**config.mk**
```make
export PLATFORM = sky130hd
export DESIGN_NAME = branch_predictor
export DESIGN_NICKNAME = d
export VERILOG_FILES = /design/src/rtl/branch_predictor.sv
export SDC_FILE = /design/constraint.sdc
export NUM_CORES = 1
export LEC_CHECK = 0
export ABC_CLOCK_PERIOD_IN_PS = 2730
export CORE_MARGIN = 2
export CORE_UTILIZATION = 48
export DETAILED_ROUTE_END_ITERATION = 6
export GPL_TIMING_DRIVEN = 0
export PLACE_DENSITY = 0.85
export SETUP_SLACK_MARGIN = 0.4
export SKIP_CTS_REPAIR_TIMING = 1
export SYNTH_ARGS = -nofsm -noshare
export SYNTH_HDL_FRONTEND = slang
export SYNTH_SLANG_ARGS = --single-unit
export TNS_END_PERCENT = 1
```
**constraint.sdc**
```tcl
create_clock -name clk -period 2.73 [get_ports clk]
set_input_delay 0.546 -clock clk [delete_from_list [all_inputs] [get_ports clk]]
set_output_delay 0.546 -clock clk [all_outputs]
set_load 0.1 [all_outputs]
```
**src/rtl/branch_predictor.sv**
```systemverilog
// Bimodal branch direction predictor: a PC-indexed table of 2-bit saturating
// counters. It gives a registered prediction, trains on resolved outcomes,
// pulses on mispredictions and keeps branch/mispredict statistics.
module branch_predictor #(
   parameter int IDX_BITS = 4,
   parameter int CNT_BITS = 32
) (
   input  logic                clk,
   input  logic                rst_n,
   input  logic                fetch_valid,
   input  logic                fetch_stall,
   input  logic [31:0]         fetch_pc,
   output logic                pred_valid,
   output logic                pred_taken,
   input  logic                update_valid,
   input  logic [31:0]         update_pc,
   input  logic                update_taken,
   input  logic                update_pred,
   output logic                mispredict,
   output logic [CNT_BITS-1:0] branch_count,
   output logic [CNT_BITS-1:0] mispredict_count
);

   localparam int ENTRIES = 1 << IDX_BITS;
   localparam logic [1:0] CNT_INIT = 2'b01;  // weak not-taken

   typedef struct packed {
      logic                vld;
      logic [IDX_BITS-1:0] idx;
      logic                taken;
      logic                pred;
   } upd_req_t;

   logic [1:0]          tbl [ENTRIES];
   logic [IDX_BITS-1:0] f_idx;
   upd_req_t            upd;
   logic [1:0]          upd_cur;
   logic [1:0]          upd_nxt;
   logic                mis_hit;
   logic                unused_pc_bits;

   // Untagged index: word-aligned low PC bits; aliasing PCs share a counter.
   assign f_idx = fetch_pc[IDX_BITS+1:2];
   assign upd   = {update_valid, update_pc[IDX_BITS+1:2], update_taken, update_pred};

   // PC bits outside the index field do not take part in prediction.
   assign unused_pc_bits = ^{fetch_pc[31:IDX_BITS+2], fetch_pc[1:0],
                             update_pc[31:IDX_BITS+2], update_pc[1:0]};

   // Saturating step of the counter addressed by the update port.
   always_comb begin
      upd_cur = tbl[upd.idx];
      upd_nxt = upd_cur;
      if (upd.taken) begin
         if (upd_cur != 2'b11) upd_nxt = upd_cur + 2'b01;
      end else begin
         if (upd_cur != 2'b00) upd_nxt = upd_cur - 2'b01;
      end
   end

   assign mis_hit = upd.vld & (upd.taken ^ upd.pred);

   // Counter table: trained on every reported branch, never stalled.
   always_ff @(posedge clk or negedge rst_n) begin
      if (!rst_n) begin
         for (int i = 0; i < ENTRIES; i++) tbl[i] <= CNT_INIT;
      end else if (upd.vld) begin
         tbl[upd.idx] <= upd_nxt;
      end
   end

   // Prediction register; reads the table before this edge's update (read-old).
   always_ff @(posedge clk or negedge rst_n) begin
      if (!rst_n) begin
         pred_valid <= 1'b0;
         pred_taken <= 1'b0;
      end else if (!fetch_stall) begin
         pred_valid <= fetch_valid;
         pred_taken <= fetch_valid & tbl[f_idx][1];
      end
   end

   // Mispredict pulse and statistics; both land in the cycle after the update.
   always_ff @(posedge clk or negedge rst_n) begin
      if (!rst_n) begin
         mispredict       <= 1'b0;
         branch_count     <= '0;
         mispredict_count <= '0;
      end else begin
         mispredict <= mis_hit;
         if (upd.vld) branch_count     <= branch_count + 1'b1;
         if (mis_hit) mispredict_count <= mispredict_count + 1'b1;
      end
   end

endmodule

```
* After elaboration in Yosys (flattened, before gate mapping) *
Cells that the tools add are included.

storage, ports and cells
  output and inout bits = 67
  memories = 0
  register bits after elaboration = 99
  bits in writable memories = 0
  memory bits (read-only) = 0
  bits in latches = 0

operators by class
  shifts and indexed selects = 0
  $add $sub $neg = 4
  mux-type cells = 12
  divide/modulo/power cells = 0
  $mul = 0
  bitwise logic cells = 5
  reductions and logical operators = 2
  magnitude comparators = 3
  eq/ne operators = 1

operator list
  kind                                                      count
  adder 32 x 1 -> 32 bit, second input constant             2
  bitwise mux 32 bit                                        1
  binary-select mux 2 bit (select 4 bit)                    2
  2-to-1 mux 2 bit                                          8
  greater-or-equal comparator 5 bit, second input constant  2
  inverter 4 -> 5 bit                                       2
  demux 2 bit (select 4 bit)                                1
  < comparator 5 x 1 -> 1 bit, second input constant        1
  adder 2 x 1 -> 2 bit, second input constant               1
  AND 1 bit                                                 2
  != test 2 bit, second input constant                      1
  nonzero test 2 bit                                        1
  subtractor 2 x 1 -> 2 bit, second input constant          1
  logical AND 1 bit                                         1
  bitwise XOR 1 bit                                         1

* Longest topological paths before layout *
  depth after elaboration = 8
  gate-level depth with buffers = 7
  gate-level depth less buffers = 6

* Worst setup path before layout *
No wires, ideal clock.

  path type = reg2reg
  start point = register branch_count[0]
  end point = register branch_count[20]
  setup time = 0.158 ns
  stages on the path, launching flop included = 7
  path buffers = 0
  slack = 0.183 ns
  arrival time = 2.389 ns
  path through = dfrtp_1 > ha_1 > nand2_1 > nor4_1 > and2_1 > nand4_1 > xnor2_1

on the way
  word-level cells in the longest chain between the ends = 1

ends and longest elaborated chain
  item                      line  source
  start: declaration        20    output logic [CNT_BITS-1:0] branch_count,
  start signal: assignment  91    if (upd.vld) branch_count <= branch_count + 1'b1;
  adder 32 x 1 -> 32 bit    91

No other way between the ends.
A chain may end at the register's enable or synchronous reset.

* Worst setup path after layout *
  start point = register mispredict_count[22]
  end point = output mispredict_count[22]

RTL lines
  item                      line  source
  start: declaration        21    output logic [CNT_BITS-1:0] mispredict_count
  start signal: assignment  92    if (mis_hit) mispredict_count <= mispredict_count + 1'b1;

No word-level cell between the ends.

==> run metrics <==
Net count, final 607; chip height 104 um; vias in the first global route 3673; R2R depth 6; most frequent cell after synthesis dfrtp_1; Worst Skew 0.0167 ns; Slew HR 32.5%; initial core utilization 49.4%; HPWL after DPL 7760 um; Setup Slack @ Placement -0.402 ns; Layout area overhead 25.2%; period utilization 93.8%; H-tree depth 3; CTS Buffer Depth 2; P_sw 1940 uW; r2r setup slk 0.42 ns; Tot Pwr 4570 uW; antenna-violating nets left 0; P_int 2630 uW; DR pass1 iterations 6; critical path's largest stage delay 1.17 ns; Final Max Tran Viols 0; WP data required 2.18 ns; CTS tree yes; CP max-delay cell clkdlybuf4s50_1; Final Hold Viols 0; Min Clock Period, post-route 2.56 ns; WS Path Type flop to output pin; # port buffers 79; sequential power share 43.7%; Site Rows 36; Top FF cell, synth dfrtp_1; proportion of layout cells with a drive suffix above 1 13.9%; status complete, no violations; Distinct cells, synth 45; WL/cell 16.1 um; delay-heaviest family, CP buffers and inverters; RSZ-0062 raised after global routing true; Ports 138; n_diodes 0; syn avg cell area 10.9 um2; core area 9730 um2; # DRC 0; DR vias/cell 5.50; final design utilization 61.8%; Min-Delay Path Class input pin to async pin; type of origin of the critical path flop; Tot GR Track Use 21.0%; Comb pwr share 36.0%; largest net degree at the start of global routing 52; total number of vias 3688; final setup violation count 0; Synth Cell Area 4800 um2; P per Cell Area 759 nW/um2; DR iter-0 viols 159; largest area contributor in the netlist dfrtp_1; Max Clk Rate 391 MHz; synth top area cells dfrtp_1, dfstp_2, xnor2_1; cells after synthesis 442; TritonCTS Buffers 9; clock power share 20.3%; Pleak 0.00258 uW; commonest cells in the netlist dfrtp_1, nand2_1, xnor2_1; Routed WL 10800 um; setup ws final 0.170 ns; global route total overflow 0; die width 104 um; Post-synth EDFFs 0; worst path bufs/invs 1; Worst-Margin Slew 1.01 ns; # fillers 815; Yosys Warn Count 0; Seq cells post-synth 99; syn_nets 516; post-synthesis sequential area ratio 52.0%; root buffer cell clkbuf_8; die area 10800 um2; Crit. path cell count 1; GP Congestion 0.957; initial antenna violation count 0; max_cap viols 0; TritonCTS Sinks 99; Async SR Flop Fraction 100%; Clk Latency, worst-skew pair 0.38 ns; kind of end point of the critical path output pin; first-pass GRT wire length 18300 um; critical-path cell list clkdlybuf4s50_1; Worst Path Arrival 2.01 ns; switching share of total power 42.4%; Worst VDD drop 0.000532 V; CP Max Fanout 6; top cell type's share of synthesized area 43.2%; clock slew at reported path FFs 0.11 ns; Final Hold Slack 0.191 ns
## path summary, 6_finish.rpt
| check | start | end |
|---|---|---|
| setup / recovery | mispredict_count[22] | mispredict_count[22] |
| hold / removal | rst_n | pred_taken |
| setup reg to reg | tbl[13] | tbl[11] |
| hold reg to reg | tbl[18] | tbl[18] |
| max in group asynchronous | rst_n | tbl[30] |
| min in group clk | tbl[18] | tbl[18] |
## power groups by stage
| stage | logic (uW) | registers (uW) | clock network [uW] |
|---|---|---|---|
| 3_3_place_gp | 1610 | 2000 | 0 |
| 2_1_floorplan | 516 | 2690 | 0 |
| 4_1_cts | 1650 | 1990 | 960 |
| 3_5_place_dp | 1640 | 2020 | 0 |
| 6_report | 1640 | 1990 | 926 |
| 5_1_grt | 1740 | 2030 | 1010 |
## state kept, by name, indices dropped and copies added, names as in the netlist
register / cells
mispredict_count: 32
pred_valid: 1
pred_taken: 1
mispredict: 1
branch_count: 32
tbl: 32
## kinds of logic after synthesis
family / synth area share (%)
AO/OA/AOI/OAI: 8.23
AND/OR/NAND/NOR: 18.1
adder cells (fa/ha/maj): 0.782
buffers and inverters: 2.42
flip-flops: 52.0
XOR/XNOR: 11.5
multiplexers: 6.98
## per-layer routing
metal / track usage (%) / share of wire [%]
met5: 0 / 0
met2: 33.6 / 49
met3: 6.45 / 6.2
met4: 5.98 / 1.0
met1: 27.9 / 44
## layout by cell type, fill, tap and decap left out, types with 5 or more instances in the layout
cell type | synthesis | routed
clkdlybuf4s50_1 | 0 | 77
dfrtp_1 | 83 | 71
nand2_1 | 69 | 69
xnor2_1 | 39 | 39
xor2_1 | 24 | 24
nor2_1 | 22 | 22
nand3_1 | 19 | 19
nand4_1 | 18 | 18
o31ai_1 | 16 | 16
dfstp_2 | 16 | 16
and3_1 | 12 | 12
dfrtp_2 | 0 | 12
inv_1 | 10 | 10
a21oi_1 | 10 | 10
clkbuf_8 | 0 | 10
clkbuf_1 | 10 | 9
mux4_2 | 9 | 9
o21ai_0 | 9 | 9
and4_1 | 8 | 8
a31oi_1 | 8 | 8
mux2_2 | 6 | 6
nor2b_1 | 6 | 6
mux2i_1 | 5 | 5
nor3_1 | 5 | 5
## layout make-up
class	count	area, um2	area share [%]
inverter	10	37.5	0.624
tap	133	166	2.77
multi-input combinational	317	2210	36.7
timing repair buffer	80	818	13.6
clock buffer	10	138	2.29
clock inverter	6	55.1	0.915
sequential	99	2510	41.8
buffer	16	80.1	1.33
## stage by stage
step	std cells	TNS, ns	area, um2
after floorplan	442	0	4820
after global placement	654	-239.82	5780
after detailed placement	655	-7.01	5800
after CTS	671	-0.617	5990
after global routing	671	0	6020
final	671	0	6020
Note: power is estimated with default switching activity, not from simulation.
